==> config.mk <==
export PLATFORM = sky130hd
export DESIGN_NAME = obstacle_pool_flat
export DESIGN_NICKNAME = d
export VERILOG_FILES = /design/src/rtl/obstacle_pkg.sv /design/src/rtl/obstacle_pool_if.sv /design/src/rtl/obstacle_slot.sv /design/src/rtl/obstacle_pool.sv /design/src/flat_wrapper.sv
export SDC_FILE = /design/constraint.sdc
export NUM_CORES = 1
export LEC_CHECK = 0
export CORE_UTILIZATION = 40
export DETAILED_ROUTE_END_ITERATION = 10
export DONT_BUFFER_PORTS = 1
export GPL_TIMING_DRIVEN = 0
export PLACE_DENSITY = 0.62
export SYNTH_ARGS = -nofsm -noshare
export SYNTH_HDL_FRONTEND = slang
export SYNTH_HIERARCHICAL = 1
export SYNTH_SLANG_ARGS = --single-unit
==> constraint.sdc <==
create_clock -name clk -period 4.4 [get_ports clk]
set_input_delay 1.32 -clock clk [delete_from_list [all_inputs] [get_ports clk]]
set_output_delay 1.32 -clock clk [all_outputs]
set_load 0.005 [all_outputs]
==> src/rtl/obstacle_pkg.sv <==
// Shared definitions for the obstacle pool.
//   slot_state_e    : per-slot occupancy state (IDLE / ACTIVE)
//   FP_SHIFT        : number of fractional bits in internal positions
//   pos_t / pix_t   : 18-bit fixed-point position and 11-bit pixel coordinate
//   step_from_speed : per-frame fixed-point X step for a speed select
//   to_pix          : fixed-point to pixel conversion (arithmetic shift)
package obstacle_pkg;

  typedef enum logic {
    SLOT_IDLE   = 1'b0,
    SLOT_ACTIVE = 1'b1
  } slot_state_e;

  localparam int FP_SHIFT = 6;
  localparam int POS_W    = 18;
  localparam int PIX_W    = 11;

  typedef logic signed [POS_W-1:0] pos_t;
  typedef logic signed [PIX_W-1:0] pix_t;

  // Step grows linearly with speed: speed 0 moves one base step per frame.
  function automatic pos_t step_from_speed(input logic [1:0] speed, input int step_base);
    int mult_v;
    mult_v = int'(speed) + 32'sd1;
    return pos_t'(step_base * mult_v);
  endfunction

  // Arithmetic shift rounds toward minus infinity, so -0.5 px reads as -1,
  // which keeps the sprite edge consistent while crossing the left border.
  function automatic pix_t to_pix(input pos_t p);
    pos_t shifted_v;
    shifted_v = p >>> FP_SHIFT;
    return shifted_v[PIX_W-1:0];
  endfunction

endpackage

==> src/rtl/obstacle_pool_if.sv <==
// Bus bundle between the game logic and the obstacle pool.
//   master : drives frame/deploy/random/speed/collision/clear, reads results
//   slave  : the pool; drives per-slot positions, occupancy, deployAck, poolFull
interface obstacle_pool_if #(
  parameter int NUM_OBJ = 4
);

  logic                   startOfFrame;
  logic                   deploy;
  logic [7:0]             random;
  logic [1:0]             speed;
  logic [NUM_OBJ-1:0]     collision;
  logic                   clear;
  obstacle_pkg::pix_t     topLeftX [NUM_OBJ];
  obstacle_pkg::pix_t     topLeftY [NUM_OBJ];
  logic [NUM_OBJ-1:0]     active;
  logic                   deployAck;
  logic                   poolFull;

  modport master (
    output startOfFrame, deploy, random, speed, collision, clear,
    input  topLeftX, topLeftY, active, deployAck, poolFull
  );

  modport slave (
    input  startOfFrame, deploy, random, speed, collision, clear,
    output topLeftX, topLeftY, active, deployAck, poolFull
  );

endinterface

==> src/rtl/obstacle_slot.sv <==
// One tracked obstacle: occupancy state, fixed-point position and retire logic.
//   clk, resetN   : clock, asynchronous active-low reset
//   clear_i       : synchronous retire (highest priority)
//   collision_i   : retire on hit
//   alloc_i       : load spawn position and go ACTIVE (only raised while IDLE)
//   frame_i       : apply one movement step
//   step_i        : fixed-point step for this frame
//   spawn_x_i/y_i : fixed-point spawn position
//   active_o      : slot occupied
//   x_pix_o/y_pix_o : pixel position, parked when IDLE
module obstacle_slot
  import obstacle_pkg::*;
#(
  parameter int SCREEN_WIDTH  = 640,
  parameter int SCREEN_HEIGHT = 480,
  parameter int IMAGE_WIDTH   = 32
) (
  input  logic clk,
  input  logic resetN,
  input  logic clear_i,
  input  logic collision_i,
  input  logic alloc_i,
  input  logic frame_i,
  input  pos_t step_i,
  input  pos_t spawn_x_i,
  input  pos_t spawn_y_i,
  output logic active_o,
  output pix_t x_pix_o,
  output pix_t y_pix_o
);

  localparam pos_t PARK_X   = pos_t'(SCREEN_WIDTH << FP_SHIFT);
  localparam pos_t PARK_Y   = pos_t'(SCREEN_HEIGHT << FP_SHIFT);
  // A slot is gone once its left edge is a full sprite width past x = 0.
  localparam pos_t RETIRE_X = pos_t'(-(IMAGE_WIDTH << FP_SHIFT));

  slot_state_e state_q, state_d;
  pos_t        x_q, x_d;
  pos_t        y_q, y_d;
  pos_t        moved_x_s;

  // Next state: clear > collision > allocation > movement.
  always_comb begin
    state_d   = state_q;
    x_d       = x_q;
    y_d       = y_q;
    moved_x_s = x_q - step_i;
    if (clear_i || collision_i) begin
      state_d = SLOT_IDLE;
      x_d     = PARK_X;
      y_d     = PARK_Y;
    end else if (alloc_i) begin
      state_d = SLOT_ACTIVE;
      x_d     = spawn_x_i;
      y_d     = spawn_y_i;
    end else if (frame_i && (state_q == SLOT_ACTIVE)) begin
      if (moved_x_s < RETIRE_X) begin
        state_d = SLOT_IDLE;
        x_d     = PARK_X;
        y_d     = PARK_Y;
      end else begin
        x_d     = moved_x_s;
      end
    end else begin
      state_d = state_q;
    end
  end

  // State and position registers.
  always_ff @(posedge clk or negedge resetN) begin
    if (!resetN) begin
      state_q <= SLOT_IDLE;
      x_q     <= PARK_X;
      y_q     <= PARK_Y;
    end else begin
      state_q <= state_d;
      x_q     <= x_d;
      y_q     <= y_d;
    end
  end

  assign active_o = (state_q == SLOT_ACTIVE);
  assign x_pix_o  = active_o ? to_pix(x_q) : pix_t'(SCREEN_WIDTH);
  assign y_pix_o  = active_o ? to_pix(y_q) : pix_t'(SCREEN_HEIGHT);

endmodule

==> src/rtl/obstacle_pool.sv <==
// Pool of NUM_OBJ scrolling obstacles with a lowest-index-first allocator.
//   clk, resetN : clock, asynchronous active-low reset
//   bus (slave) : frame/deploy/random/speed/collision/clear in;
//                 topLeftX/topLeftY/active/deployAck/poolFull out
module obstacle_pool
  import obstacle_pkg::*;
#(
  parameter int NUM_OBJ       = 4,
  parameter int SCREEN_WIDTH  = 640,
  parameter int SCREEN_HEIGHT = 480,
  parameter int INITIAL_Y     = 185,
  parameter int IMAGE_WIDTH   = 32,
  parameter int STEP_BASE     = 64
) (
  input  logic            clk,
  input  logic            resetN,
  obstacle_pool_if.slave  bus
);

  logic [NUM_OBJ-1:0] active_s;
  logic [NUM_OBJ-1:0] free_first_s;
  logic [NUM_OBJ-1:0] alloc_s;
  logic               found_s;
  logic               ack_d, ack_q;
  pos_t               step_s;
  pos_t               spawn_x_s;
  pos_t               spawn_y_s;
  pix_t               x_pix_s [NUM_OBJ];
  pix_t               y_pix_s [NUM_OBJ];

  assign step_s    = step_from_speed(bus.speed, STEP_BASE);
  assign spawn_x_s = pos_t'((SCREEN_WIDTH + int'(bus.random[5:0])) << FP_SHIFT);
  assign spawn_y_s = pos_t'((INITIAL_Y + int'(bus.random[7:6]) * 8) << FP_SHIFT);

  // Priority encoder over the IDLE set as registered at the start of the
  // cycle, so a slot freed by this cycle's collision is not reused yet.
  always_comb begin
    free_first_s = '0;
    found_s      = 1'b0;
    for (int i = 0; i < NUM_OBJ; i++) begin
      if (!active_s[i] && !found_s) begin
        free_first_s[i] = 1'b1;
        found_s         = 1'b1;
      end else begin
        free_first_s[i] = 1'b0;
      end
    end
  end

  // Gate the allocation with deploy and decide whether it will stick; clear or
  // a collision on the chosen slot override it, so no acknowledge is given.
  always_comb begin
    alloc_s = '0;
    ack_d   = 1'b0;
    if (bus.deploy && found_s) begin
      alloc_s = free_first_s;
      ack_d   = !bus.clear && !(|(free_first_s & bus.collision));
    end else begin
      alloc_s = '0;
      ack_d   = 1'b0;
    end
  end

  // deployAck coincides with the first cycle the new slot reads active.
  always_ff @(posedge clk or negedge resetN) begin
    if (!resetN) begin
      ack_q <= 1'b0;
    end else begin
      ack_q <= ack_d;
    end
  end

  for (genvar g = 0; g < NUM_OBJ; g++) begin : g_slot
    obstacle_slot #(
      .SCREEN_WIDTH  (SCREEN_WIDTH),
      .SCREEN_HEIGHT (SCREEN_HEIGHT),
      .IMAGE_WIDTH   (IMAGE_WIDTH)
    ) u_slot (
      .clk         (clk),
      .resetN      (resetN),
      .clear_i     (bus.clear),
      .collision_i (bus.collision[g]),
      .alloc_i     (alloc_s[g]),
      .frame_i     (bus.startOfFrame),
      .step_i      (step_s),
      .spawn_x_i   (spawn_x_s),
      .spawn_y_i   (spawn_y_s),
      .active_o    (active_s[g]),
      .x_pix_o     (x_pix_s[g]),
      .y_pix_o     (y_pix_s[g])
    );
    assign bus.topLeftX[g] = x_pix_s[g];
    assign bus.topLeftY[g] = y_pix_s[g];
  end

  assign bus.active    = active_s;
  assign bus.deployAck = ack_q;
  assign bus.poolFull  = &active_s;

endmodule

==> src/flat_wrapper.sv <==
// flat-port wrapper written by rule: the top's interface ports become plain ports
module obstacle_pool_flat import obstacle_pkg::*;
#(
  parameter int NUM_OBJ       = 4,
  parameter int SCREEN_WIDTH  = 640,
  parameter int SCREEN_HEIGHT = 480,
  parameter int INITIAL_Y     = 185,
  parameter int IMAGE_WIDTH   = 32,
  parameter int STEP_BASE     = 64
)
  (clk, resetN, bus_startOfFrame, bus_deploy, bus_random, bus_speed, bus_collision, bus_clear, bus_topLeftX, bus_topLeftY, bus_active, bus_deployAck, bus_poolFull);
  obstacle_pool_if #(.NUM_OBJ(NUM_OBJ)) bus_i ();
  input  logic clk;
  input  logic resetN;
  input wire logic [$bits(bus_i.startOfFrame)-1:0] bus_startOfFrame;
  input wire logic [$bits(bus_i.deploy)-1:0] bus_deploy;
  input wire logic [$bits(bus_i.random)-1:0] bus_random;
  input wire logic [$bits(bus_i.speed)-1:0] bus_speed;
  input wire logic [$bits(bus_i.collision)-1:0] bus_collision;
  input wire logic [$bits(bus_i.clear)-1:0] bus_clear;
  output wire logic [$bits(bus_i.topLeftX)-1:0] bus_topLeftX;
  output wire logic [$bits(bus_i.topLeftY)-1:0] bus_topLeftY;
  output wire logic [$bits(bus_i.active)-1:0] bus_active;
  output wire logic [$bits(bus_i.deployAck)-1:0] bus_deployAck;
  output wire logic [$bits(bus_i.poolFull)-1:0] bus_poolFull;
  assign bus_i.startOfFrame = bus_startOfFrame;
  assign bus_i.deploy = bus_deploy;
  assign bus_i.random = bus_random;
  assign bus_i.speed = bus_speed;
  assign bus_i.collision = bus_collision;
  assign bus_i.clear = bus_clear;
  assign bus_topLeftX = {>>{bus_i.topLeftX}};
  assign bus_topLeftY = {>>{bus_i.topLeftY}};
  assign bus_active = bus_i.active;
  assign bus_deployAck = bus_i.deployAck;
  assign bus_poolFull = bus_i.poolFull;
  obstacle_pool #(.NUM_OBJ(NUM_OBJ), .SCREEN_WIDTH(SCREEN_WIDTH), .SCREEN_HEIGHT(SCREEN_HEIGHT), .INITIAL_Y(INITIAL_Y), .IMAGE_WIDTH(IMAGE_WIDTH), .STEP_BASE(STEP_BASE)) u_core (.clk(clk), .resetN(resetN), .bus(bus_i));
endmodule
**Yosys cells after proc, flatten, opt, wreduce, memory -nomap -nowiden**

Cells that the tools add are included.

- Register bits: 145

- Mux-type cells: 65
- Reductions and logical operators: 34
- Bitwise gates (word level): 1
- $lt $le $gt $ge: 4
- Add/subtract/negate cells: 7

Operators with widths:

| kind | number |
|---|---|
| $mux W18 | 16 |
| $mux W17 | 16 |
| $mux W11 | 8 |
| $lt A18 B12 Y1 const B | 4 |
| $sub A18 B18 Y18 | 4 |
| $mux W1 | 24 |
| $reduce_bool A3 Y1 | 8 |
| $add A10 B6 Y11 const A | 1 |
| $add A8 B5 Y9 const A | 1 |
| $logic_and A1 B1 Y1 | 9 |
| $reduce_and A2 Y1 | 4 |
| $logic_not A1 Y1 | 7 |
| $and A4 B4 Y4 | 1 |
| $logic_or A1 B1 Y1 | 4 |
| $mux W4 | 1 |
| $reduce_and A4 Y1 | 1 |
| $reduce_or A4 Y1 | 1 |
| $add A2 B1 Y3 const B | 1 |

**Depth between registers and ports, before layout**

Gate-level depths: netlist of run 1.

- Depth after elaboration: 14
- Gate-level depth with buffers: 17

**By module**

Netlist of run 1, hierarchy kept.

By module, submodules not included:

| module | seq. area each (µm²) | cells each | instances | area an instance (µm²) |
|---|---|---|---|---|
| obstacle_slot at u_core.g_slot[1].u_slot | 758.2 | 310 | 1 | 2573.7 |
| obstacle_slot at u_core.g_slot[3].u_slot | 758.2 | 280 | 1 | 2429.8 |
| obstacle_slot at u_core.g_slot[2].u_slot | 758.2 | 282 | 1 | 2407.3 |
| obstacle_slot at u_core.g_slot[0].u_slot | 758.2 | 279 | 1 | 2354.8 |
| obstacle_pool | 25.0 | 23 | 1 | 168.9 |

**Worst setup path after synthesis of run 1**

Ideal clock, no wire load.

- Path type: input to register
- From: in bus_speed[0]
- To: reg u_core.g_slot[0].u_slot.y_q[10]
- Data arrival time: 4.634 ns
- Stages on the path: 15
- Path slack: -0.301 ns
- Path through: ha_1 > inv_1 > ha_1 > a21o_1 > a211o_2 > o21ai_2 > o41ai_2 > xor2_1 > nand4_1 > nor4b_2 > ha_1 > or2_2 > clkbuf_1 > a21oi_1 > a22o_1

- Cells in the longest elaborated chain, start to end: 5

RTL lines:

| what | line | text |
|---|---|---|
| start, declared | flat_wrapper.sv:18 | `input wire logic [$bits(bus_i.speed)-1:0] bus_speed;` |
| $add A2 B1 Y3 | obstacle_pkg.sv:24 | `mult_v = int'(speed) + 32'sd1;` |
| $sub A18 B18 Y18 | obstacle_slot.sv:47 | `moved_x_s = x_q - step_i;` |
| $lt A18 B12 Y1 | obstacle_slot.sv:57 | `if (moved_x_s < RETIRE_X) begin` |
| $reduce_bool A3 Y1 (no line) | -- |  |
| $reduce_and A2 Y1 (no line) | -- |  |
| end signal, assigned | obstacle_slot.sv:78 | `y_q <= y_d;` |
| end, declared | obstacle_slot.sv:39 | `pos_t y_q, y_d;` |

Every way passes these cells.
A chain may end at the register's enable or synchronous reset.

**Worst setup path in the final report of run 1**

- From: in bus_speed[1]
- To: reg u_core.g_slot[2].u_slot.y_q[12]

- Cells in the longest elaborated chain, start to end: 5

RTL lines:

| what | line |
|---|---|
| $add A2 B1 Y3 | obstacle_pkg.sv:24 |
| $sub A18 B18 Y18 | obstacle_slot.sv:47 |
| $lt A18 B12 Y1 | obstacle_slot.sv:57 |
| $reduce_bool A3 Y1 (no line) | -- |
| $reduce_and A2 Y1 (no line) | -- |
| end signal, assigned | obstacle_slot.sv:78 |
| end, declared | obstacle_slot.sv:39 |

Every way passes these cells.

==> results.md, run 1 <==
* Routability Congestion at 0.892
* Final ANT Viol Nets at 0
* Power per cell area at 293 nW/um^2
* Layout Skew at 0.0117 ns
* Die height at 160 um
* Synth top cells by count: dfrtp_1 (97), nand2_1 (96), nor2_1 (88), inv_1 (86), a21oi_1 (75)
* R2R Setup Slk at 0.82 ns
* Cell with the most instances after synthesis: dfrtp_1
* YS warnings at 6
* Syn_area_per_cell at 8.46 sq um
* Initial antenna violation count at 1
* Clk Latency, worst-skew pair at 0.43 ns
* Worst Path Required at 4.75 ns
* Cells on worst reg2reg path at 12
* Clock Pin Slew Worst Setup and Hold Paths at 0.06 ns
* Worst r2r src: u_core/g_slot[2].u_slot/x_q[6]
* Relative slew slack at 49.4%
* Fillers at 2383
* Hold Buf Count CTS at 0
* RSZ-0062 raised after global routing: true
* Vias at 8946
* Final Hold Viols at 0
* Vias in the first global route at 8474
* Clock sinks at 121
* CP endpoint kind: flip-flop
* CTS tree: done
* Total track usage at 23.1%
* WHS at 0.491 ns
* Main synth FF type: dfrtp_1
* Status: finished, final reports clean
* Total chip power at 3.41 mW
* Crit path to: u_core/g_slot[2].u_slot/y_q[12]
* M3 GR Usage at 3.91%
* Max clock buf depth at 2
* Final nets at 1434
* Crit path kind: in -> reg
* Initial DRC count at 682
* Placed cell area at 10900 sq um
* Register bit count reported by yosys at 121
* Final setup viols at 0
* Worst slew pin tran at 0.753 ns
* Largest area contributor in the netlist: dfrtp_1
* Row count at 57
* Share of the synthesized area in the top cell type at 24.4%
* Cells after Synth at 1174
* IO Pins at 113
* Core ar. at 24300 sq um
* Crit path time final at 4.33 ns
* Num CTS Buffers at 17
* Die area at 25500 sq um
* Reg2reg end: u_core/g_slot[2].u_slot/y_q[12]
* Crit path launch: bus_speed[1]
* WL/cell at 17.3 um
* Worst vdd ir at 0.000177 V
* Area contributors post-synth: dfrtp_1 (24%), ha_1 (9.3%), dfstp_2 (6.3%)
* Global-route wire length before repair at 46.3 mm
* Slew Limit Fails at 0
* Cells after DPL at 1636
* Share of layout cells above drive strength 1 at 10.6%
* WP data arrival at 4.68 ns
* Post-synth EDFFs at 0
* Via density at 5.34
* Initial Util at 40.8%
* Synth-to-layout area growth at 16.9%
* Met2 Resource Use GR at 37.4%
* GRT met1 Usage at 30.8%
* Port Buffers at 0
* Fin area at 11600 sq um
* CP Launch Type: input pin
* FMAX at 231 MHz
* H-Tree Level Count at 4
* Number of remaining DRC errors at 0
* Detailed Place HPWL at 21.4 mm
* Routed WL at 29.0 mm
* Largest net degree at the start of global routing at 122
* Pre-antenna DRT Iters at 5
* Max cap viols at 0
* Sequential area share after synthesis at 30.8%
* Root Driver: clkbuf_16
* Worst Path Max Fanout at 7
* Busiest grt layer: met2
* Die W at 160 um
* Fin cells at 1675
* Hold crit path type: reg -> reg
* Global route overflow at 0
* Cell variety after synth at 92
* Post-synth ARST share at 100%
* Tcrit/Tclk final at 98.4%
* Pleak at 5.15 nW
* Post-Syn Area at 9930 sq um
==> power by group <==
| part | internal, mW | total, mW | switching (mW) | leakage, nW |
|---|---|---|---|---|
| Sequential | 1.16 | 1.20 | 0.0388 | 1.59 |
| Combinational | 0.348 | 0.871 | 0.523 | 3.30 |
| Clock | 0.776 | 1.34 | 0.560 | 0.258 |
| Total | 2.29 | 3.41 | 1.12 | 5.15 |
==> through the flow <==
| step | TNS [ns] | worst slack [ns] | utilization [%] |
|---|---|---|---|
| 2_1_floorplan | 0 | 0.0672 | - |
| 3_3_place_gp | -39.96 | -0.677 | 44.9 |
| 3_5_place_dp | -40.12 | -0.692 | 44.9 |
| 4_1_cts | 0 | 0.00368 | 47.2 |
| 5_1_grt | -1.10 | -0.104 | 47.8 |
| 6_report | 0 | 0.0697 | 47.8 |
==> worst min path at each step <==
stage	startpoint	end	slack (ns)	cells past startpoint
floorplan	u_core/g_slot[2].u_slot/x_q[0]	u_core/g_slot[2].u_slot/x_q[0]	0.45	2
global placement	u_core/g_slot[2].u_slot/x_q[0]	u_core/g_slot[2].u_slot/x_q[0]	0.47	2
detailed placement	u_core/g_slot[2].u_slot/x_q[0]	u_core/g_slot[2].u_slot/x_q[0]	0.48	2
CTS	u_core/g_slot[2].u_slot/x_q[0]	u_core/g_slot[2].u_slot/x_q[0]	0.49	2
global route	u_core/g_slot[0].u_slot/y_q[15]	u_core/g_slot[0].u_slot/y_q[15]	0.51	1
finish	u_core/g_slot[3].u_slot/x_q[5]	u_core/g_slot[3].u_slot/x_q[5]	0.49	2
==> layout make-up <==
class	count	area, sq um	share of cell area (%)
Timing Repair Buffer	7	77.6	0.668
Clock inverter	14	126	1.09
Clock buffer	18	429	3.69
Buffer	52	264	2.27
Antenna cell	1	2.50	0.0215
Inverter	87	330	2.84
Sequential cell	121	3060	26.3
Tap cell	324	405	3.49
Multi-Input combinational cell	1051	6920	59.6
==> repair_timing <==
action	CTS	global route
resized for setup	7	19
pin swaps	0	10
setup endpoints to repair	42	92
setup buffers	0	7
==> per-layer routing <==
metal	wire length [um]	share of wire [%]
met3	1310	4.5
met5	0	0
met2	13600	47
met1	13400	46
met4	721	2.5
==> critical path, cell delays in order <==
cell,delay [ns]
ha_4,0.20
inv_1,0.06
ha_1,0.30
buf_6,0.14
a21oi_1,0.20
nor3b_1,0.33
a21oi_1,0.13
xor2_1,0.24
nand4_1,0.15
nor3_2,0.18
ha_1,0.33
nor3_1,0.65
nor2_1,0.20
o22a_1,0.25
==> cell usage in the layout (no fill, tap or decap), types with 7 or more instances in the layout <==
cell | Yosys | routed
clkbuf_16 | 0 | 17
nand4_1 | 12 | 12
o211ai_1 | 14 | 14
a21o_1 | 20 | 20
nor3_1 | 27 | 26
o22ai_1 | 7 | 7
a21oi_1 | 75 | 72
nand3_1 | 15 | 15
a22oi_1 | 19 | 19
a211oi_1 | 10 | 9
nand2_1 | 96 | 95
ha_1 | 74 | 72
o22a_1 | 16 | 16
a221oi_1 | 18 | 18
buf_2 | 7 | 8
dfrtp_1 | 97 | 97
and2_1 | 69 | 69
conb_1 | 2 | 140
nand2b_1 | 47 | 47
inv_1 | 86 | 84
dfstp_2 | 24 | 24
a22o_1 | 28 | 28
nor2_1 | 88 | 84
o21ai_0 | 67 | 65
clkbuf_1 | 38 | 36
xor2_1 | 30 | 30
o31ai_1 | 8 | 8
o21a_1 | 12 | 12
mux2i_1 | 7 | 7
a31oi_1 | 10 | 9
xnor2_1 | 22 | 22
==> flip-flops by register name (all words and copies together), names as in the netlist <==
name / flops
u_core/g_slot.u_slot/y_q: 44
u_core/bus.deployAck: 1
u_core/g_slot.u_slot/active_o: 4
u_core/g_slot.u_slot/x_q: 72
==> cells by family (layout without fill, tap and decap cells) <==
logic type      after synthesis  count (layout)  share of synthesized area (%)
simple gates                398             398                           20.9
compound gates              376             376                           27.0
buf+inv                     140             178                           5.89
flops                       121             121                           30.8
fa+ha+maj                    78              78                           10.1
xor+xnor                     52              52                           4.58
mux                           7               7                          0.705
other cells                   2             141                         0.0756
No activity file was read; power rests on OpenSTA's default activity.
==> inputs of run 2 (changes only) <==
Settings changed: CTS_BUF_LIST set to sky130_fd_sc_hd__clkbuf_2 sky130_fd_sc_hd__clkbuf_4 sky130_fd_sc_hd__clkbuf_8, PLACE_DENSITY 0.62 to 0.64.
==> run 2 against run 1 <==
Against the previous run:
- sequential power about the same
- die area unchanged
- largest cell class unchanged
- hold slack worse by 0.012 ns
- power down 8.9%
- clock power down 22%
- global-route usage down 0.32 points
- non-clock buffer count down 5
- sequential cell count unchanged
- first-iteration DRC count down 11%
- sequential share of layout area up 0.46 points
==> results.md, run 2 (same netlist as run 1, synthesis figures left out) <==
* Fillers at 2395
* Status: finished, final reports clean
* Vias at 8887
* Routability Congestion at 0.905
* Cells on worst reg2reg path at 13
* Fin area at 11400 sq um
* Relative slew slack at 53.1%
* Crit path time final at 4.31 ns
* Cell Int Power at 2.04 mW
* CTS tree: done
* Switching power at 1.07 mW
* Final setup viols at 0
* Detailed Place HPWL at 21.3 mm
* Global route overflow at 0
* Global-route wire length before repair at 45.7 mm
* Worst slew pin tran at 0.704 ns
* Layout Skew at 0.0202 ns
* Max clock buf depth at 2
* Clock Pin Slew Worst Setup and Hold Paths at 0.08 ns
* Num CTS Buffers at 17
* Synth-to-layout area growth at 14.9%
* Hold crit path type: reg -> reg
* Max cap viols at 0
* Crit path kind: in -> reg
* Die height at 160 um
* Max reg flops at 72
* Worst Path Required at 4.79 ns
* Pleak at 5.06 nW
* Root Driver: clkbuf_8
* Diodes inserted at 0
* Final ANT Viol Nets at 0
* CP Launch Type: input pin
* Worst vdd ir at 0.000143 V
* Hold Path Origin: u_core/g_slot[2].u_slot/x_q[15]
* Worst Path Max Fanout at 8
* Clk Latency, worst-skew pair at 0.46 ns
* WP data arrival at 4.70 ns
* Power per cell area at 272 nW/um^2
* Initial antenna violation count at 0
* Min-Delay Endpoint: u_core/g_slot[2].u_slot/x_q[15]
* Via density at 5.32
* Sequential share of power at 38.6%
* Sw Share at 34.3%
* Die area at 25500 sq um
* Most frequent cells in the layout: conb_1 (140), dfrtp_1 (97), nand2_1 (95)
* FMAX at 232 MHz
* H-Tree Level Count at 4
* WL/cell at 17.2 um
* Worst r2r src: u_core/g_slot[0].u_slot/x_q[5]
* Port Buffers at 0
* Pre-antenna DRT Iters at 5
* Setup tns final at 0 ns
* Largest Register: u_core/g_slot.u_slot/x_q
* Total track usage at 22.8%
* Comb power frac at 27.8%
* RSZ-0062 raised after global routing: false
* Largest net degree at the start of global routing at 122
* Slew Limit Fails at 0
* Hold Buf Count CTS at 0
* Placed cell area at 10900 sq um
* Clk pwr share at 33.6%
* R2R Setup Slk at 0.80 ns
* Vias in the first global route at 8479
* CP endpoint kind: flip-flop
* Initial DRC count at 607
* Hold Path Depth at 2
* Share of layout cells above drive strength 1 at 10.7%
* IO Pins at 113
* Die W at 160 um
* Reg2reg end: u_core/g_slot[0].u_slot/y_q[9]
* Routed WL at 28.7 mm
* Initial Util at 40.8%
* Row count at 57
* Final Hold Viols at 0
* Final nets at 1429
* Core ar. at 24300 sq um
* Tcrit/Tclk final at 97.9%
* Clock sinks at 121
* Number of remaining DRC errors at 0
* Most common cell after layout, fill and taps aside: conb_1
-- run 2: cell count changes in the layout (fill, tap and decap cells not counted), sizes merged --
cell	previous run	this run
diode	1	0
bufinv	1	2
clkinv	7	6
clkbuf	54	57
buf	23	16
clkinvlp	6	4
inv	87	88
-- run 2: through the flow --
stage          setup slack [ns]  power, mW  hold slack, ns  util [%]  cells
4_1_cts                 -0.0152       3.10           0.482      46.7   1668
5_1_grt                 0.00676       3.28           0.499      47.0   1669
3_5_place_dp             -0.745       2.05           0.471      44.9   1636
3_3_place_gp             -0.747       2.04           0.467      44.9   1636
6_report                 0.0905       3.10           0.479      47.0   1669
2_1_floorplan            0.0672       1.87           0.449         -   1312
-- run 2: power by group through the flow --
stage	clock [mW]	combinational (mW)	sequential, mW
finish	1.04	0.862	1.20
global route	1.12	0.960	1.20
CTS	1.06	0.837	1.20
detailed placement	0	0.828	1.22
global placement	0	0.818	1.22
floorplan	0	0.664	1.20
-- run 2: timing repair --
action                     4_1_cts  5_1_grt
setup buffers                    0        2
gates resized for setup          8       16
pin swaps                        0        6
setup endpoints to repair       44       80
-- run 2: layout make-up --
class	count	area, sq um	area share, %
inverters	87	330	2.89
flip-flops and latches	121	3060	26.8
multi-input cells	1051	6940	60.8
plain buffers	52	263	2.30
clock inverters	13	145	1.27
clock buffers	19	262	2.29
well taps	324	405	3.55
repair buffers	2	15.0	0.131
-- run 2: how the worst max path moves through the flow --
stage,from,end,slack [ns],cells past startpoint
finish,bus_speed[1],u_core/g_slot[0].u_slot/y_q[9],0.09,15
CTS,bus_speed[0],u_core/g_slot[1].u_slot/x_q[7],-0.02,14
detailed placement,bus_speed[0],u_core/g_slot[1].u_slot/x_q[6],-0.75,15
floorplan,bus_speed[1],u_core/g_slot[0].u_slot/y_q[10],0.07,15
global route,bus_speed[1],u_core/g_slot[0].u_slot/active_o,0.007,17
global placement,bus_speed[0],u_core/g_slot[1].u_slot/x_q[6],-0.75,15
-- run 2: worst max-delay path, cell delays in order --
cell and delay, ns:
ha_4 0.31, inv_2 0.06, ha_4 0.25, a21o_1 0.19
a211o_2 0.33, o21ai_4 0.21, o41ai_2 0.12, xor2_1 0.20
nand4_1 0.14, nor4b_2 0.29, ha_1 0.29, or2_2 0.27
clkbuf_4 0.18, a21oi_4 0.31, a22o_1 0.20
-- run 2: routing by layer --
layer	track usage, %	vias to the layer above	routed length, um
met5	0	-	0
met4	7.78	0	648
met3	4.48	36	1390
met2	37.3	227	13500
met1	29.9	4217	13100
li1	-	4407	-
